[src/rtl/sobol_rng_gen.sv]
// ---------------------------------------------------------------------------
// sobol_rng_gen
//   Single-dimension Sobol sequence generator. A step counter advances once
//   per enabled cycle; the position of its lowest zero bit selects one of
//   BITWIDTH direction vectors, which is XORed into the output register.
//   Direction vectors are loadable at runtime so any Sobol dimension can be
//   selected; after reset they hold the van der Corput defaults.
//
// Ports
//   clk       in   1            clock, all state updates on the rising edge
//   rst       in   1            synchronous active-high reset
//   clr       in   1            synchronous restart (direction vectors kept)
//   enable    in   1            advance one Sobol step this cycle
//   dvWrEn    in   1            direction-vector write strobe
//   dvWrAddr  in   LOGBITWIDTH  direction-vector index to write
//   dvWrData  in   BITWIDTH     direction-vector value
//   sobolSeq  out  BITWIDTH     current Sobol value (registered)
//   lszIdx    out  LOGBITWIDTH  index used by the most recent step
//   valid     out  1            one-cycle pulse: sobolSeq updated this cycle
//   wrap      out  1            one-cycle pulse: period completed, back at 0
//
// Handshake: there is no back-pressure. valid is high for exactly the cycle
// in which sobolSeq/lszIdx/wrap carry the result of a step; a consumer must
// take the value in that cycle. When valid is low, sobolSeq holds its value
// (except after rst/clr, where it returns to 0).
// ---------------------------------------------------------------------------
module sobol_rng_gen #(
  parameter int BITWIDTH    = 8,
  parameter int LOGBITWIDTH = 3
) (
  input  logic                   clk,
  input  logic                   rst,
  input  logic                   clr,
  input  logic                   enable,
  input  logic                   dvWrEn,
  input  logic [LOGBITWIDTH-1:0] dvWrAddr,
  input  logic [BITWIDTH-1:0]    dvWrData,
  output logic [BITWIDTH-1:0]    sobolSeq,
  output logic [LOGBITWIDTH-1:0] lszIdx,
  output logic                   valid,
  output logic                   wrap
);

  logic [BITWIDTH-1:0]    cnt;
  logic [BITWIDTH-1:0]    dv [BITWIDTH];
  logic [LOGBITWIDTH-1:0] lszComb;
  logic                   cntAllOnes;

  // Lowest zero bit of cnt. Scanning from the top down lets the lowest zero
  // win. When cnt is all ones no zero exists and the default BITWIDTH-1 is
  // exactly the index the terminal step reports.
  always_comb begin
    lszComb = LOGBITWIDTH'(BITWIDTH - 1);
    for (int i = BITWIDTH - 1; i >= 0; i--) begin
      if (!cnt[i]) lszComb = LOGBITWIDTH'(i);
    end
  end

  assign cntAllOnes = &cnt;

  always_ff @(posedge clk) begin
    if (rst) begin
      cnt      <= '0;
      sobolSeq <= '0;
      lszIdx   <= '0;
      valid    <= 1'b0;
      wrap     <= 1'b0;
      for (int k = 0; k < BITWIDTH; k++) begin
        dv[k] <= BITWIDTH'(1) << (BITWIDTH - 1 - k);
      end
    end else begin
      if (clr) begin
        // Restart; a concurrent enable is dropped. lszIdx keeps its value.
        cnt      <= '0;
        sobolSeq <= '0;
        valid    <= 1'b0;
        wrap     <= 1'b0;
      end else if (enable) begin
        valid  <= 1'b1;
        lszIdx <= lszComb;
        if (cntAllOnes) begin
          // Last step of the period returns the sequence to its origin.
          cnt      <= '0;
          sobolSeq <= '0;
          wrap     <= 1'b1;
        end else begin
          cnt      <= cnt + 1'b1;
          // dv read here is the pre-edge value, so a same-cycle write to the
          // selected index only affects later steps.
          sobolSeq <= sobolSeq ^ dv[lszComb];
          wrap     <= 1'b0;
        end
      end else begin
        valid <= 1'b0;
        wrap  <= 1'b0;
      end

      if (dvWrEn) begin
        dv[dvWrAddr] <= dvWrData;
      end
    end
  end

endmodule

[config.mk]
export PLATFORM = sky130hd
export DESIGN_NAME = sobol_rng_gen
export DESIGN_NICKNAME = d
export VERILOG_FILES = /design/src/rtl/sobol_rng_gen.sv
export SDC_FILE = /design/constraint.sdc
export NUM_CORES = 1
export LEC_CHECK = 0
export BUFFER_PORTS_ARGS = -buffer_cell sky130_fd_sc_hd__buf_2
export CORE_MARGIN = 5
export CORE_UTILIZATION = 50
export DETAILED_ROUTE_END_ITERATION = 10
export GPL_TIMING_DRIVEN = 0
export PLACE_DENSITY_LB_ADDON = 0.12
export RECOVER_POWER = 100
export SKIP_LAST_GASP = 1
export SLEW_MARGIN = 15
export SYNTH_ARGS = -nofsm -noshare
export SYNTH_HDL_FRONTEND = slang
export SYNTH_SLANG_ARGS = --single-unit
[constraint.sdc]
create_clock -name clk -period 2.58 [get_ports clk]
set_input_delay 0.516 -clock clk [delete_from_list [all_inputs] [get_ports clk]]
set_output_delay 0.516 -clock clk [all_outputs]
set_load 0.02 [all_outputs]
# Yosys cells after proc, flatten, opt, wreduce, memory -nomap -nowiden
# Memories as Yosys holds them, arrays and structs flattened.
# Cells that the tools add are included.
# Widths: inputs -> output; s select.
# classes
n_reduce_logical	5
n_mux	19
bitwise_logic	3
add_sub_neg	1
# ops
op	count
$mux 8	3
$mux 3	7
$mux 1	9
$add 8x1->8 const B	1
$reduce_and 8->1	1
$reduce_or 8->1	1
$xor 8x8->8	1
$reduce_or 3->1	1
$not 1->1	2
$reduce_and 2->1	1
$reduce_or 2->1	1
# word_totals
word_cells	34
output_inout_bits	13
ramBits	64
input_bits	16
memories	1
regBits	21
# memory_table
name	words	width	rd	rd_clocked_by_memory_dff	write_ports	line_no	source
dv	8	8	1	0	8	45	logic [BITWIDTH-1:0] dv [BITWIDTH];

# Logic depth before layout (Yosys ltp)
# Gate-level depths: netlist (run 1).
# An unclocked memory read counts as a cell.
# logic_depth
word_depth	10
mapped_depth	8

# Worst setup path after synthesis (run 1)
# Ideal clock, no wire load.
# synth_path
path_type	input to register
startpoint	input dvWrAddr[0]
endpoint	memory dv[0][0], enable pin
path_buffers	1
slack_ns	0.507
stages	4
arrival_ns	1.764
cell_sequence	or3b_2 -> clkbuf_1 -> nor3_1 -> or2_2
# synth_lines
element	line_no	source
start: declaration	36	input logic [LOGBITWIDTH-1:0] dvWrAddr,
end: declaration	45	

==> flow_metrics.py, run 1 <==
metrics = {
    "clock_tree": {
        "cts_buffer_depth": 2,
        "root_buffer": "clkbuf_8",
        "cts_setup_buffers": 0,
        "cts_resized": 0,
        "ctsHoldBuffers": 0,
        "cts_max_level": 3,
        "clkTransAtPathRegs_ns": 0.08,
        "clk_latency_ns": 0.36,
        "cts.sinks": 85,
        "tritoncts.num_buffers": 9,
        "cts_tree": "done",
    },
    "routing": {
        "drt_pass1_iterations": 4,
        "viasPerCell": 5.404,
        "drtIter0Drc": 168,
        "wl_um": 8936,
        "ant_nets": 0,
        "wl_per_cell_um": 18.24,
        "vias": 2648,
        "drc": 0,
    },
    "timing": {
        "post-route-period-util_pct": 90.09,
        "slew_headroom_pct": 46.78,
        "final-hold-violation-count": 0,
        "tightest_slew_ns": 0.7922,
        "grt_setup_unrepaired": "false",
        "clock.fmax_ghz": 0.4302,
        "skew_ns": 0.004545,
        "slew_viol_final": 0,
        "setup_viol": 0,
        "period_minus_slack_ns": 2.324,
        "tns_ns": 0,
    },
    "global_route": {
        "grt.met2_usage_pct": 29.35,
        "grt_max_degree": 15,
        "grt_first_pass_wirelength_um": 14300,
        "grt_pass1_vias": 2623,
        "antenna_found_initial": 0,
        "grt_util_met3_pct": 3.544,
        "grt-busiest-layer": "met2",
        "grtUsageTotal_pct": 19.25,
        "use_met1_pct": 26.13,
        "grt_overflow": 0,
    },
    "finish": {
        "fin_util_pct": 57.56,
        "antenna_cells": 0,
        "regArea_um2": 2342,
        "drive_above_1_share_pct": 14.69,
        "fillers": 664,
        "nets": 400,
        "multi_input_area_um2": 1572,
        "syn_to_final_growth_pct": 10.73,
        "design_area_um2": 4494,
    },
    "logic_synthesis": {
        "syn-num-nets": 362,
        "ys_warn_count": 0,
        "syn_inst": 345,
        "synthesis.area_um2": 4059,
        "ys_seq_area_share_pct": 57.71,
        "synth-async-reset-ratio_pct": 0,
        "ys.flop_type": "edfxtp_1",
        "synth_edf_count": 64,
        "yosysUniqueCellTypes": 39,
        "ys_ff_latch": 85,
        "avgSynthCellArea_um2": 11.76,
    },
    "floorplanning": {
        "fp-row-count": 32,
        "die_area_um2": 10020,
        "die_height_um": 100.1,
        "die_x_um": 100.1,
        "io_pins": 29,
        "start_util_pct": 51.99,
        "core-area_um2": 7807,
    },
    "setup_path": {
        "worstPathRequired_ns": 2.58,
        "reg2reg_from": "cnt[1]",
        "rr_worst_depth": 7,
        "r2r-end": "sobolSeq[4]",
        "startpoint": "rst",
        "worstPathArrival_ns": 2.32,
        "path_max_fanout": 8,
        "r2r_slack_ns": 0.30,
        "worstSetupEndpointType": "flop",
        "crit_type": "in -> reg",
        "cp-start-kind": "input port",
    },
    "worst_hold_path": {
        "hold_path_depth": 2,
        "hold_path_end": "sobolSeq[5]",
        "hold_path.class": "reg -> reg",
        "min-delay-start": "sobolSeq[5]",
    },
    "place": {
        "routabilityCongestion": 0.8218,
        "placed_area_um2": 4322,
        "portBuffers": 27,
        "dpl.hpwl_um": 6347,
    },
    "run": {
        "maxCapViolCount": 0,
    },
    "outcome": {
        "status": "finished clean",
    },
    "pwr": {
        "peakVddDrop_mv": 0.3371,
        "p_leak_nw": 1.597,
        "p_per_area_nw_per_um2": 597.6,
    },
}
-- through the flow --
step / std cells / setup slack, ns / hold slack, ns / power (mW)
6_report: 490 / 0.2556 / 0.4775 / 2.686
3_5_place_dp: 474 / 0.01778 / 0.4675 / 1.787
2_1_floorplan: 345 / 0.5068 / 0.4789 / 1.709
3_3_place_gp: 474 / 0.08623 / 0.4505 / 1.781
4_1_cts: 490 / 0.3939 / 0.4801 / 2.694
5_1_grt: 490 / 0.1180 / 0.5022 / 2.773
-- worst max-delay path by stage --
stage	endpoint	slack (ns)	cells past startpoint
floorplan	dv[0][0]	0.51	4
global placement	dv[0][5]	0.09	5
detailed placement	dv[0][1]	0.02	5
CTS	sobolSeq[2]	0.39	7
global route	sobolSeq[2]	0.12	7
finish	dv[6][5]	0.26	5
-- worst max-delay path, stage by stage --
cell and delay, ns:
clkbuf_1 0.18, or3b_2 0.47, clkbuf_1 0.19, nor2_1 0.40, or2_0 0.55
-- layout make-up --
class | instances | share of cell area (%)
sequential | 85 | 52.12
multi-input combinational | 237 | 34.97
tap | 102 | 2.840
clock buffer | 9 | 2.756
timing repair buffer | 27 | 2.617
buffer | 13 | 2.339
clock inverter | 7 | 1.476
inverter | 10 | 0.8909
-- synthesized netlist by cell type (2+ instances only) --
cell type,n,share of area (%)
a211oi_1,16,3.0
a21oi_1,12,1.5
and2_1,58,8.9
and3_1,16,2.5
buf_2,3,0.37
buf_4,2,0.37
buf_6,6,1.7
clkbuf_1,2,0.19
dfxtp_1,21,10
edfxtp_1,64,47
inv_1,8,0.74
mux2_2,5,1.4
mux2_4,3,1.1
mux2i_1,9,2.2
nand2_1,17,1.6
nand2_2,2,0.31
nand2b_1,13,2.0
nand4_1,4,0.62
nor2_1,22,2.0
nor3_1,2,0.25
o21ai_0,7,0.86
o21ai_1,10,1.2
o32a_1,8,2.0
or2_2,9,1.4
or3_1,8,1.2
xnor2_1,3,0.65
xor2_1,3,0.65
-- metal layers --
metal | routed length [um] | share of wire [%] | vias up
li1 | - | - | 1313
met1 | 4147 | 46 | 1252
met2 | 4012 | 45 | 68
met3 | 534 | 6.0 | 15
met4 | 242 | 2.7 | 0
met5 | 0 | 0 | -
-- report_power, final --
group	switching (mW)	internal, mW	total [mW]
logic	0.118	0.0711	0.190
registers	0.0243	1.54	1.56
clock network	0.492	0.441	0.934
-- kinds of logic after synthesis --
group | synth area share (%)
AO/OA/AOI/OAI | 10.73
XOR/XNOR | 1.295
adder cells (fa/ha/maj) | 0.3082
buffers and inverters | 3.576
flip-flops | 57.71
multiplexers | 4.716
AND/OR/NAND/NOR | 21.67
-- cell usage in the layout (no fill, tap or decap), types with 2 or more instances in the layout --
cell type,count
edfxtp_1,64
and2_0,44
nor2_1,22
dfxtp_1,21
nand2_1,17
clkbuf_1,16
and3_1,16
a211oi_1,16
buf_2,15
and2_1,14
nand2b_1,13
a21oi_1,12
o21ai_1,10
mux2i_1,9
clkbuf_8,9
or3_1,8
inv_1,8
o32a_1,8
or2_0,7
o21ai_0,7
buf_6,6
mux2_2,5
nand4_1,4
xor2_1,3
xnor2_1,3
mux2_4,3
clkinv_1,3
nor3_1,2
or2_2,2
buf_4,2
nand2_2,2
clkinv_4,2
-- flip-flops by register name, indices dropped and copies added (netlist names) --
register / flops
wrap: 1
sobolSeq: 8
cnt: 8
valid: 1
dv: 64
lszIdx: 3
Note: power is estimated with default switching activity, not from simulation.
==> run 2, diff against run 1 <==
--- a/config.mk
+++ b/config.mk
@@ -5,9 +5,10 @@
 export SDC_FILE = /design/constraint.sdc
 export NUM_CORES = 1
 export LEC_CHECK = 0
+export ABC_AREA = 1
 export BUFFER_PORTS_ARGS = -buffer_cell sky130_fd_sc_hd__buf_2
 export CORE_MARGIN = 5
-export CORE_UTILIZATION = 50
+export CORE_UTILIZATION = 53
 export DETAILED_ROUTE_END_ITERATION = 10
 export GPL_TIMING_DRIVEN = 0
 export PLACE_DENSITY_LB_ADDON = 0.12
==> run 2 against run 1 <==
Net effect:
- design area shrank 3.1%
- worst hold slack lost 0.036 ns
- sequential share of layout area grew 1.6 points
- clock power grew 10%
- utilization grew 2.8 points
- critical path type is now reg -> reg
- die area shrank 8.2%
- critical path depth grew 9
- sequential power is essentially flat
- synthesized cell count grew 22%
- critical endpoint is now sobolSeq[1]
- routed wire length grew 3.7%
==> flow_metrics.py, run 2 <==
metrics = {
    "outcome": {
        "status": "finished clean",
    },
    "pwr": {
        "p_per_area_nw_per_um2": 644.5,
        "p_leak_nw": 1.709,
        "clkPwrFrac_pct": 36.8,
        "switching_power_mw": 0.6696,
        "peakVddDrop_mv": 0.4789,
        "seqPwrFrac_pct": 55.7,
        "p_int_mw": 2.138,
        "p_sw_share_pct": 23.85,
        "p_comb_share_pct": 7.5,
    },
    "finish": {
        "final_cell_mix": "85 x nor2_1, 80 x nand3_1, 73 x nand2_1",
        "nets": 477,
        "top_register": "dv",
        "design_area_um2": 4357,
        "largest_register_ffs": 64,
        "drive_above_1_share_pct": 12.69,
        "reg_top3": "dv: 64 flops, cnt: 8 flops, sobolSeq: 8 flops",
        "syn_to_final_growth_pct": 11.35,
        "final_common_cell": "nor2_1",
        "antenna_cells": 0,
    },
    "routing": {
        "wl_per_cell_um": 16.43,
        "viasPerCell": 5.463,
        "drc": 0,
        "wl_um": 9264,
        "drtIter0Drc": 228,
        "drt_pass1_iterations": 5,
        "ant_nets": 0,
        "vias": 3081,
    },
    "setup_path": {
        "worstPathRequired_ns": 2.84,
        "cp-start-kind": "flop",
        "worstPathArrival_ns": 2.29,
        "worstSetupEndpointType": "flop",
        "cp_cell_sequence": "clkinv_1 > nand2_1 > nand2_1 > nand2_1 > nand2_1 > nand2_1 > nand2_1 > buf_4 > nand2_1 > nand3_1 > nand3_1 > nand3_1 > nand2_1 > nor2_1",
        "critPathSlowestCell": "dfxtp_1",
        "max_stage_delay_ns": 0.39,
        "crit_type": "reg -> reg",
        "path_max_fanout": 10,
        "cp_common_cell": "nand2_1",
    },
    "place": {
        "routabilityCongestion": 0.8299,
        "portBuffers": 28,
        "placed_area_um2": 4177,
        "dpl.hpwl_um": 6644,
        "place_ws_ns": 0.4540,
    },
    "floorplanning": {
        "die_height_um": 95.92,
        "core-area_um2": 7214,
        "start_util_pct": 54.23,
        "die_x_um": 95.92,
        "fp-row-count": 31,
        "io_pins": 29,
        "die_area_um2": 9201,
    },
    "timing": {
        "period_minus_slack_ns": 2.033,
        "setup_viol": 0,
        "tightest_slew_ns": 0.5562,
        "grt_setup_unrepaired": "false",
        "slew_viol_final": 0,
        "final-hold-violation-count": 0,
        "slew_headroom_pct": 62.92,
        "worst_slack_ns": 0.5472,
        "post-route-period-util_pct": 78.79,
        "skew_ns": 0.006905,
        "tns_ns": 0,
        "clock.fmax_ghz": 0.4919,
    },
    "logic_synthesis": {
        "ys_seq_area_share_pct": 59.87,
        "syn_inst": 421,
        "ys_ff_latch": 85,
        "synth_top_area_share_pct": 49.12,
        "avgSynthCellArea_um2": 9.293,
        "yosysUniqueCellTypes": 30,
        "synth-async-reset-ratio_pct": 0,
        "synth_edf_count": 64,
        "ys_warn_count": 0,
        "ys_top_cells_by_area": "edfxtp_1 49%, dfxtp_1 11%, nand3_1 10%",
        "synthesis.area_um2": 3913,
        "ys_top_cells_by_count": "84 x nor2_1, 80 x nand3_1, 71 x nand2_1",
        "synth_top_area_cell": "edfxtp_1",
        "synth_most_common_cell": "nor2_1",
        "ys.flop_type": "edfxtp_1",
        "syn-num-nets": 438,
    },
    "clock_tree": {
        "cts_buffer_depth": 2,
        "cts_setup_buffers": 0,
        "cts_resized": 0,
        "clk_latency_ns": 0.36,
        "clkTransAtPathRegs_ns": 0.09,
        "cts_tree": "done",
        "cts.sinks": 85,
        "tritoncts.num_buffers": 9,
        "cts_max_level": 3,
        "root_buffer": "clkbuf_8",
        "ctsHoldBuffers": 0,
    },
    "global_route": {
        "grtUsageTotal_pct": 21.88,
        "grt_overflow": 0,
        "grt_max_degree": 15,
        "antenna_found_initial": 0,
        "grt_first_pass_wirelength_um": 14660,
        "grt_pass1_vias": 2939,
    },
    "worst_hold_path": {
        "hold_path.class": "in -> reg",
    },
    "run": {
        "maxCapViolCount": 0,
    },
}
[run 2: changes by cell type after synthesis, moves of 8 or more]
cell	change
mux2i_1	-9
a211oi_1	-16
nand3_1	+79
o32a_1	-8
nand3_2	+10
or2_2	-9
and2_1	-58
o21ai_1	-10
nand2_1	+54
or3_1	-8
nand2b_1	-13
nor2_1	+62
inv_1	+25
and3_1	-16
[run 2: critical path: cells and delay by family (launching register included)]
family	cells	cell delay (ns)
flip-flops	1	0.39
AND/OR/NAND/NOR	12	1.18
buffers and inverters	2	0.34
[run 2: worst paths after layout]
kind          start           to  slack (ns)  cells after the start
max          cnt[6]  sobolSeq[1]        0.55                     14
min          enable       cnt[1]        0.44                      3
max reg2reg  cnt[6]  sobolSeq[1]        0.55                     14
min reg2reg  cnt[1]       cnt[1]        0.52                      2
[run 2: cells by family (layout without fill, tap and decap cells)]
family                   count (synthesis)  after routing  synth area share, %
buffers and inverters                   53             97                6.044
adder cells (fa/ha/maj)                  1              1               0.3197
AO/OA/AOI/OAI                           23             23                3.518
XOR/XNOR                                 1              1               0.2239
AND/OR/NAND/NOR                        258            258                30.03
flip-flops                              85             85                59.87
[run 2: routing by layer]
| layer | vias to the layer above | GRT usage, % | share of wire [%] |
|---|---|---|---|
| met1 | 1450 | 30.13 | 43 |
| met5 | - | 0 | 0 |
| met3 | 17 | 3.284 | 7.5 |
| met2 | 124 | 34.45 | 47 |
| met4 | 0 | 9.479 | 2.5 |
| li1 | 1490 | - | - |
[run 2: cell type report]
type	instances	area, um^2
sequential	85	2342
clock inverter	7	90.09
clock buffer	9	123.9
multi-input combinational	283	1316
inverter	40	152.6
tap	99	123.9
timing repair buffer	28	123.9
fill	624	2858
buffer	13	83.83
[run 2: power by group through the flow]
stage	clock network, mW	logic [mW]	registers, mW
after floorplan	0	0.130	1.60
after global placement	0	0.207	1.59
after detailed placement	0	0.212	1.60
after CTS	1.03	0.213	1.56
after global routing	1.09	0.233	1.57
final	1.03	0.210	1.56
[run 2: metrics by stage]
step / hold WS (ns) / power [mW] / utilization [%] / std cells
6_report: 0.4416 / 2.808 / 60.39 / 564
3_3_place_gp: 0.4993 / 1.801 / 57.89 / 548
4_1_cts: 0.4360 / 2.812 / 60.86 / 564
2_1_floorplan: 0.4904 / 1.728 / - / 421
3_5_place_dp: 0.5161 / 1.808 / 57.89 / 548
5_1_grt: 0.4526 / 2.898 / 60.39 / 564
